<file path="src/rtl/router_sync_param_if.sv">
// Bundle of signals between the router FSM/register block, the synchronizer and the output FIFO bank.
interface router_sync_param_if #(
    parameter int NUM_CH = 3,
    parameter int ADDR_W = 2
);
    logic              detect_add;
    logic [ADDR_W-1:0] data_in;
    logic              write_en_reg;
    logic [NUM_CH-1:0] read_en;
    logic [NUM_CH-1:0] empty;
    logic [NUM_CH-1:0] full;
    logic [NUM_CH-1:0] to_clr;
    logic [NUM_CH-1:0] write_en;
    logic              fifo_full;
    logic [NUM_CH-1:0] valid_out;
    logic [NUM_CH-1:0] soft_rst;
    logic              addr_err;
    logic [NUM_CH-1:0] to_status;

    modport master (
        output detect_add, data_in, write_en_reg, read_en, empty, full, to_clr,
        input  write_en, fifo_full, valid_out, soft_rst, addr_err, to_status
    );

    modport slave (
        input  detect_add, data_in, write_en_reg, read_en, empty, full, to_clr,
        output write_en, fifo_full, valid_out, soft_rst, addr_err, to_status
    );
endinterface

</file>
<file path="src/rtl/router_sync_param.sv">
// NUM_CH-channel router synchronizer: captures the destination address, steers FIFO writes,
// and issues a one-cycle soft reset to any channel whose data sits unread for TIMEOUT cycles.
module router_sync_param #(
    parameter int NUM_CH  = 3,
    parameter int ADDR_W  = 2,
    parameter int TIMEOUT = 30
) (
    input logic               clk,
    input logic               reset_in,
    router_sync_param_if.slave bus
);
    localparam int                TW         = $clog2(TIMEOUT);
    localparam logic [TW-1:0]     T_LAST     = TW'(TIMEOUT - 1);
    // One extra bit so NUM_CH == 2**ADDR_W still compares correctly.
    localparam logic [ADDR_W:0]   NUM_CH_EXT = (ADDR_W + 1)'(NUM_CH);

    logic [ADDR_W-1:0] addr_reg;
    logic              addr_vld_reg;
    logic              addr_err_reg;
    logic              in_range;
    logic [NUM_CH-1:0] addr_sel;
    logic [NUM_CH-1:0] soft_rst_reg;
    logic [NUM_CH-1:0] to_status_reg;

    assign in_range = ({1'b0, bus.data_in} < NUM_CH_EXT);

    always_ff @(posedge clk or negedge reset_in) begin
        if (!reset_in) begin
            addr_reg     <= '0;
            addr_vld_reg <= 1'b0;
            addr_err_reg <= 1'b0;
        end else if (bus.detect_add) begin
            addr_reg     <= bus.data_in;
            addr_vld_reg <= in_range;
            addr_err_reg <= !in_range;
        end else begin
            addr_err_reg <= 1'b0;
        end
    end

    genvar gi;
    generate
        for (gi = 0; gi < NUM_CH; gi++) begin : g_ch
            logic [TW-1:0] timer_reg;
            logic [TW-1:0] timer_next;
            logic          soft_rst_next;
            logic          to_status_next;
            logic          stall;

            assign addr_sel[gi] = addr_vld_reg && (addr_reg == ADDR_W'(gi));
            assign stall        = !bus.empty[gi] && !bus.read_en[gi];

            always_comb begin
                timer_next     = '0;
                soft_rst_next  = 1'b0;
                to_status_next = to_status_reg[gi];
                if (stall) begin
                    if (timer_reg == T_LAST) begin
                        soft_rst_next = 1'b1;
                    end else begin
                        timer_next = timer_reg + 1'b1;
                    end
                end
                // A timeout on the same edge as a clear must stay visible.
                if (soft_rst_next) begin
                    to_status_next = 1'b1;
                end else if (bus.to_clr[gi]) begin
                    to_status_next = 1'b0;
                end
            end

            always_ff @(posedge clk or negedge reset_in) begin
                if (!reset_in) begin
                    timer_reg         <= '0;
                    soft_rst_reg[gi]  <= 1'b0;
                    to_status_reg[gi] <= 1'b0;
                end else begin
                    timer_reg         <= timer_next;
                    soft_rst_reg[gi]  <= soft_rst_next;
                    to_status_reg[gi] <= to_status_next;
                end
            end
        end
    endgenerate

    assign bus.write_en  = bus.write_en_reg ? addr_sel : '0;
    assign bus.fifo_full = |(bus.full & addr_sel);
    assign bus.valid_out = ~bus.empty;
    assign bus.soft_rst  = soft_rst_reg;
    assign bus.addr_err  = addr_err_reg;
    assign bus.to_status = to_status_reg;
endmodule

</file>
<file path="src/flat_wrapper.sv">
// flat-port wrapper written by rule: the top's interface ports become plain ports
module router_sync_param_flat 
#(
    parameter int NUM_CH  = 3,
    parameter int ADDR_W  = 2,
    parameter int TIMEOUT = 30
)
  (clk, reset_in, bus_detect_add, bus_data_in, bus_write_en_reg, bus_read_en, bus_empty, bus_full, bus_to_clr, bus_write_en, bus_fifo_full, bus_valid_out, bus_soft_rst, bus_addr_err, bus_to_status);
  router_sync_param_if #(.NUM_CH(NUM_CH), .ADDR_W(ADDR_W)) bus_i ();
  input logic clk;
  input logic reset_in;
  input wire logic [$bits(bus_i.detect_add)-1:0] bus_detect_add;
  input wire logic [$bits(bus_i.data_in)-1:0] bus_data_in;
  input wire logic [$bits(bus_i.write_en_reg)-1:0] bus_write_en_reg;
  input wire logic [$bits(bus_i.read_en)-1:0] bus_read_en;
  input wire logic [$bits(bus_i.empty)-1:0] bus_empty;
  input wire logic [$bits(bus_i.full)-1:0] bus_full;
  input wire logic [$bits(bus_i.to_clr)-1:0] bus_to_clr;
  output wire logic [$bits(bus_i.write_en)-1:0] bus_write_en;
  output wire logic [$bits(bus_i.fifo_full)-1:0] bus_fifo_full;
  output wire logic [$bits(bus_i.valid_out)-1:0] bus_valid_out;
  output wire logic [$bits(bus_i.soft_rst)-1:0] bus_soft_rst;
  output wire logic [$bits(bus_i.addr_err)-1:0] bus_addr_err;
  output wire logic [$bits(bus_i.to_status)-1:0] bus_to_status;
  assign bus_i.detect_add = bus_detect_add;
  assign bus_i.data_in = bus_data_in;
  assign bus_i.write_en_reg = bus_write_en_reg;
  assign bus_i.read_en = bus_read_en;
  assign bus_i.empty = bus_empty;
  assign bus_i.full = bus_full;
  assign bus_i.to_clr = bus_to_clr;
  assign bus_write_en = bus_i.write_en;
  assign bus_fifo_full = bus_i.fifo_full;
  assign bus_valid_out = bus_i.valid_out;
  assign bus_soft_rst = bus_i.soft_rst;
  assign bus_addr_err = bus_i.addr_err;
  assign bus_to_status = bus_i.to_status;
  router_sync_param #(.NUM_CH(NUM_CH), .ADDR_W(ADDR_W), .TIMEOUT(TIMEOUT)) u_core (.clk(clk), .reset_in(reset_in), .bus(bus_i));
endmodule
</file>
<file path="config.mk">
export PLATFORM = sky130hd
export DESIGN_NAME = router_sync_param_flat
export DESIGN_NICKNAME = d
export VERILOG_FILES = /design/src/rtl/router_sync_param_if.sv /design/src/rtl/router_sync_param.sv /design/src/flat_wrapper.sv
export SDC_FILE = /design/constraint.sdc
export NUM_CORES = 1
export LEC_CHECK = 0
export CAP_MARGIN = 5
export CORE_MARGIN = 5
export CORE_UTILIZATION = 41
export CTS_CLUSTER_SIZE = 10
export DETAILED_ROUTE_END_ITERATION = 8
export PLACE_DENSITY = 0.83
export SLEW_MARGIN = 30
export SYNTH_ARGS = -nofsm -noshare
export SYNTH_HDL_FRONTEND = slang
export SYNTH_SLANG_ARGS = --single-unit
</file>
<file path="constraint.sdc">
create_clock -name clk -period 1.4 [get_ports clk]
set_clock_uncertainty 0.2 [all_clocks]
set_input_delay 0.42 -clock clk [delete_from_list [all_inputs] [get_ports clk]]
set_output_delay 0.42 -clock clk [all_outputs]
set_load 0.05 [all_outputs]
</file>
Yosys cells after proc, flatten, opt, wreduce, memory -nomap -nowiden
Index checks and enable logic that the tools add are counted.

RAM bits: 0. Word-level logic and storage cells: 61. Flip-flop bits (word level): 25. Bits in latches: 0. Output and inout bits: 14. Memories kept: 0. Input bits: 18. Bits in read-only memories: 0.

Bitwise gates (word level): 2. Multiply operators: 0. Shift-type cells: 0. Reduce and logical (&&, ||, !) cells: 18. Equal/unequal tests: 5. Div/mod/pow operators: 0. $add $sub $neg: 3. Mux-type cells: 20. Magnitude comparators: 1.

Operators with widths (number): $mux 5 (6); $add 5x1->5 const B (3); $eq 5x5->1 const B (3); $mux 1 (13); $logic_not 1->1 (7); $logic_and 1x1->1 (6); $reduce_bool 2->1 (3); $and 3x3->3 (1); $mux 3 (1); $not 3->3 (1); $reduce_or 3->1 (1); $eq 2x1->1 const B (1); $eq 2x2->1 const B (1); $logic_not 2->1 (1); $lt 2x2->1 const B (1).

Logic depth before layout (Yosys ltp)
Depth in word-level cells: 4. Mapped depth: 5. Mapped depth without buffers: 5.

Worst setup path after synthesis
No wires, ideal clock.

Path kind: input -> output. Start point: input bus_write_en_reg. End point: output bus_write_en[1]. Required time: 780 ps. Stages on the path: 2. Buffers on the path: 0. Setup slack: -879 ps. Arrival time: 1659 ps. Cells stage by stage: nand2_1 > nor3b_1.

Word-level cells in the longest chain between the ends: 1.

RTL lines: start, declared (RTL line flat_wrapper.sv:14) `input wire logic [$bits(bus_i.write_en_reg)-1:0] bus_write_en_reg;`; $mux 3 (RTL line router_sync_param.sv:86) `assign bus.write_en = bus.write_en_reg ? addr_sel : '0;`; end, declared (RTL line flat_wrapper.sv:19) `output wire logic [$bits(bus_i.write_en)-1:0] bus_write_en;`.

No other way between the ends.

Worst setup path in the final report
Start point: register u_core.addr_reg[0]. End point: output bus_fifo_full.

Word-level cells in the longest chain between the ends: 4. Elaborated cells on any way between the ends: 8. Classes of those cells: eq/ne (2); bitwise (1); reduce/logical (5).

RTL lines: start, declared (RTL line router_sync_param.sv:17) `logic [ADDR_W-1:0] addr_reg;`; start signal, assigned (RTL line router_sync_param.sv:33) `addr_reg <= bus.data_in;`; $eq 2x1->1, or another cell as far along (RTL line router_sync_param.sv:50) `assign addr_sel[gi] = addr_vld_reg && (addr_reg == ADDR_W'(gi));`; $logic_and 1x1->1 (RTL line router_sync_param.sv:50); $and 3x3->3 (*) (RTL line router_sync_param.sv:87) `assign bus.fifo_full = |(bus.full & addr_sel);`; $reduce_or 3->1 (*) (RTL line router_sync_param.sv:87); end, declared (RTL line flat_wrapper.sv:20) `output wire logic [$bits(bus_i.fifo_full)-1:0] bus_fifo_full;`.

Mark *: on every way between the ends. The rest lies on a longest branch, timed or not.

==> metrics <==
DP HPWL=between 1.5 and 2 mm; simple-gate share of the synthesized area=0.198; total CTS buffers=3; period utilization=1.39; DR DRC count=0; drt wl/cell=13.6 microns; Slew HR=0.892; Hold WC Path Type=primary input to flip-flop; Total GRT Usage=0.135; Inst Count DP=165; Net count, final=165; actual transition at the worst max-transition pin=~0.16 ns; final setup vio count=11; Synth Area in XOR/XNOR=0.0724; Critical Path, Cell by Cell=mux2i_1, o21ai_2, and2_4, buf_12; Max H-tree Level=1; multiplexer share of the synthesized area=0.0299; Finished Layout Cells=170; max reg flops=15; chip width=61.5 microns; Post-Route WL=2.31 mm; syn nets=122; Antenna diodes=0; Avg Inst Size Synth=11.1 sq um; DP Area=roughly 1700 sq um; CP peak stage delay=about 0.46 ns; fin. max-slew vios=0; fmax=513 MHz; Reg2Reg Launch Point=u_core.g_ch[1].timer_reg[1]; share of cells above drive strength 1=0.329; commonest non-fill, non-tap cell in the layout=dfrtp_1; Setup crit start kind=flip-flop; Vias=between 800 and 900; synthesized area=1090 sq um; CTS tree=yes; run status=finished with violations; first-pass GRT wire length=3.81 mm; CTS clk-pin slew, worst paths=0.13 ns; vias in the first global route=977; count of cell types in the netlist=20; num rows=18; final worst slack=-0.550 ns; Cells after Synth=98; Period minus WS final=1.95 ns; commonest cells after routing, fill and taps aside=dfrtp_1, nor2_1, buf_12, clkdlybuf4s50_1; Pre-Repair DR Iteration Count=4; Vias/cell=4.99; Port Buf Inserts=31; violated checks=negative setup slack; register bit total from synthesis=25; CP arrival=1.33 ns; Pleak=0.823 nW; hold path endpoint=u_core.bus.soft_rst[0]; HP Start=bus_empty[0]; Crit. End Element=output port; Fin. Hold Viols=0; clk root buf=clkbuf_4; Routed Antenna Nets=0; Setup CP Type=flip-flop to output port; RSZ-0062 raised after global routing=yes; Ys Warns=0; grt ovf=0; fill count=175; Core Region=2500 sq um; Die Area=roughly 3800 sq um; largest net degree at the start of global routing=26; Initial Util=0.435; Adder-Cell Fraction of Synth Area=0.0690; Pwr per Cell Area=800 nW/um^2; Worst VDD drop=502 uV; Max Cap Viol=0; clock buffer depth=2; register area share after synthesis=0.575; Skew-Pair Late Insertion Delay=0.32 ns; Min-Delay Path Depth=3; Top Ports=32; Synth Area in Compound Gates=0.0253; Worst path slowest cell=dfrtp_2; Area Overhead vs Synth=57.1%; Worst R2R End=u_core.bus.to_status[1]; gpl congestion=0.704; Sink Count=25; R2R cell count=5; die height=slightly above 60 microns; final std cell area, no fill=1710 sq um; R2R Setup Slk=0.07 ns; largest family of logic cells by synthesized area=simple AND/OR/NAND/NOR gates; required time of the critical path=~0.78 ns; initial antenna violation count=0; crit path max fanout=4; Iter 0 DRT Violations=33
==> critical path, delay by kind of cell, from the launching register on <==
kind	cells	cell delay [ns]
flops	1	0.46
simple gates	1	0.17
mux	1	0.13
compound gates	1	0.13
buf+inv	1	0.13
==> synth_stat cells (all sizes together) <==
cell	number	area share
ha	6	0.069
nor3b	2	0.014
nand4	3	0.023
mux2	2	0.021
nor3	4	0.032
xnor2	3	0.024
mux2i	1	0.0092
nand3b	1	0.0069
dfrtp	25	0.57
nor2	20	0.069
a21o	3	0.021
nand3	6	0.028
nand2	4	0.014
and3	1	0.0058
o21ai	1	0.0046
xor2	6	0.048
inv	9	0.031
and2	1	0.0058
==> logic make-up (layout without fill, tap and decap cells) <==
kind of cell | count (synthesis) | count (layout)
and+or+nand+nor | 42 | 42
DFF | 25 | 25
xor gates and xnor gates | 9 | 9
buffers and inverters | 9 | 51
adders and majority gates | 6 | 6
AOI/OAI and AO/OA | 4 | 4
muxes | 3 | 3
==> worst max-delay path by stage <==
| stage | from | to | slack (ns) | cells after the start |
|---|---|---|---|---|
| finish | u_core.addr_reg[0] | bus_fifo_full | -0.55 | 4 |
| floorplan | u_core.addr_vld_reg | bus_write_en[1] | -0.18 | 2 |
| detailed placement | bus_write_en_reg | bus_write_en[1] | -0.68 | 4 |
| CTS | u_core.addr_reg[0] | bus_fifo_full | -0.59 | 4 |
| global placement | bus_write_en_reg | bus_write_en[1] | -0.66 | 4 |
| global route | u_core.addr_reg[0] | bus_fifo_full | -0.63 | 4 |
==> per-layer routing <==
| layer | GRT usage | vias to the layer above | share of wire |
|---|---|---|---|
| li1 | - | 400 | - |
| met1 | 0.127 | 421 | 0.35 |
| met2 | 0.280 | 22 | 0.58 |
| met3 | 0.0294 | 5 | 0.062 |
| met4 | 0.0455 | 0 | 0.015 |
| met5 | 0 | - | 0 |
==> per-stage QoR <==
step                TNS, ns  hold slack [ns]  setup WS [ns]  utilization  total power, mW
floorplan            -0.643          -0.0756         -0.180            -            0.895
global placement      -7.04            0.273         -0.656        0.676             1.06
detailed placement    -8.08            0.292         -0.680        0.676             1.07
CTS                   -2.90            0.165         -0.586        0.680             1.38
global route          -3.32            0.155         -0.627        0.684             1.43
finish                -2.79            0.175         -0.550        0.684             1.37
==> power breakdown <==
part | internal, mW | leakage [nW] | switching, mW
logic | 0.150 | 0.473 | 0.137
registers | 0.741 | 0.335 | 0.0243
clock network | 0.111 | 0.0150 | 0.205
total | 1.00 | 0.823 | 0.367
==> repair_timing <==
action | CTS | global route
endpoints found under the setup margin | 14 | 14
setup buffers | 0 | 1
gates resized for setup | 20 | 1
hold buffers | 0 | 0
pin swaps | 5 | 1
==> final cells by class <==
| cell class | count | area (sq um) | area share |
|---|---|---|---|
| flip-flops and latches | 25 | 629 | 0.368 |
| inverters | 9 | 33.8 | 0.0198 |
| repair buffers | 38 | 495 | 0.290 |
| clock buffers | 4 | 26.3 | 0.0154 |
| well taps | 30 | 37.5 | 0.0219 |
| multi-input cells | 64 | 488 | 0.285 |
Power figures use the tool's default switching activity.
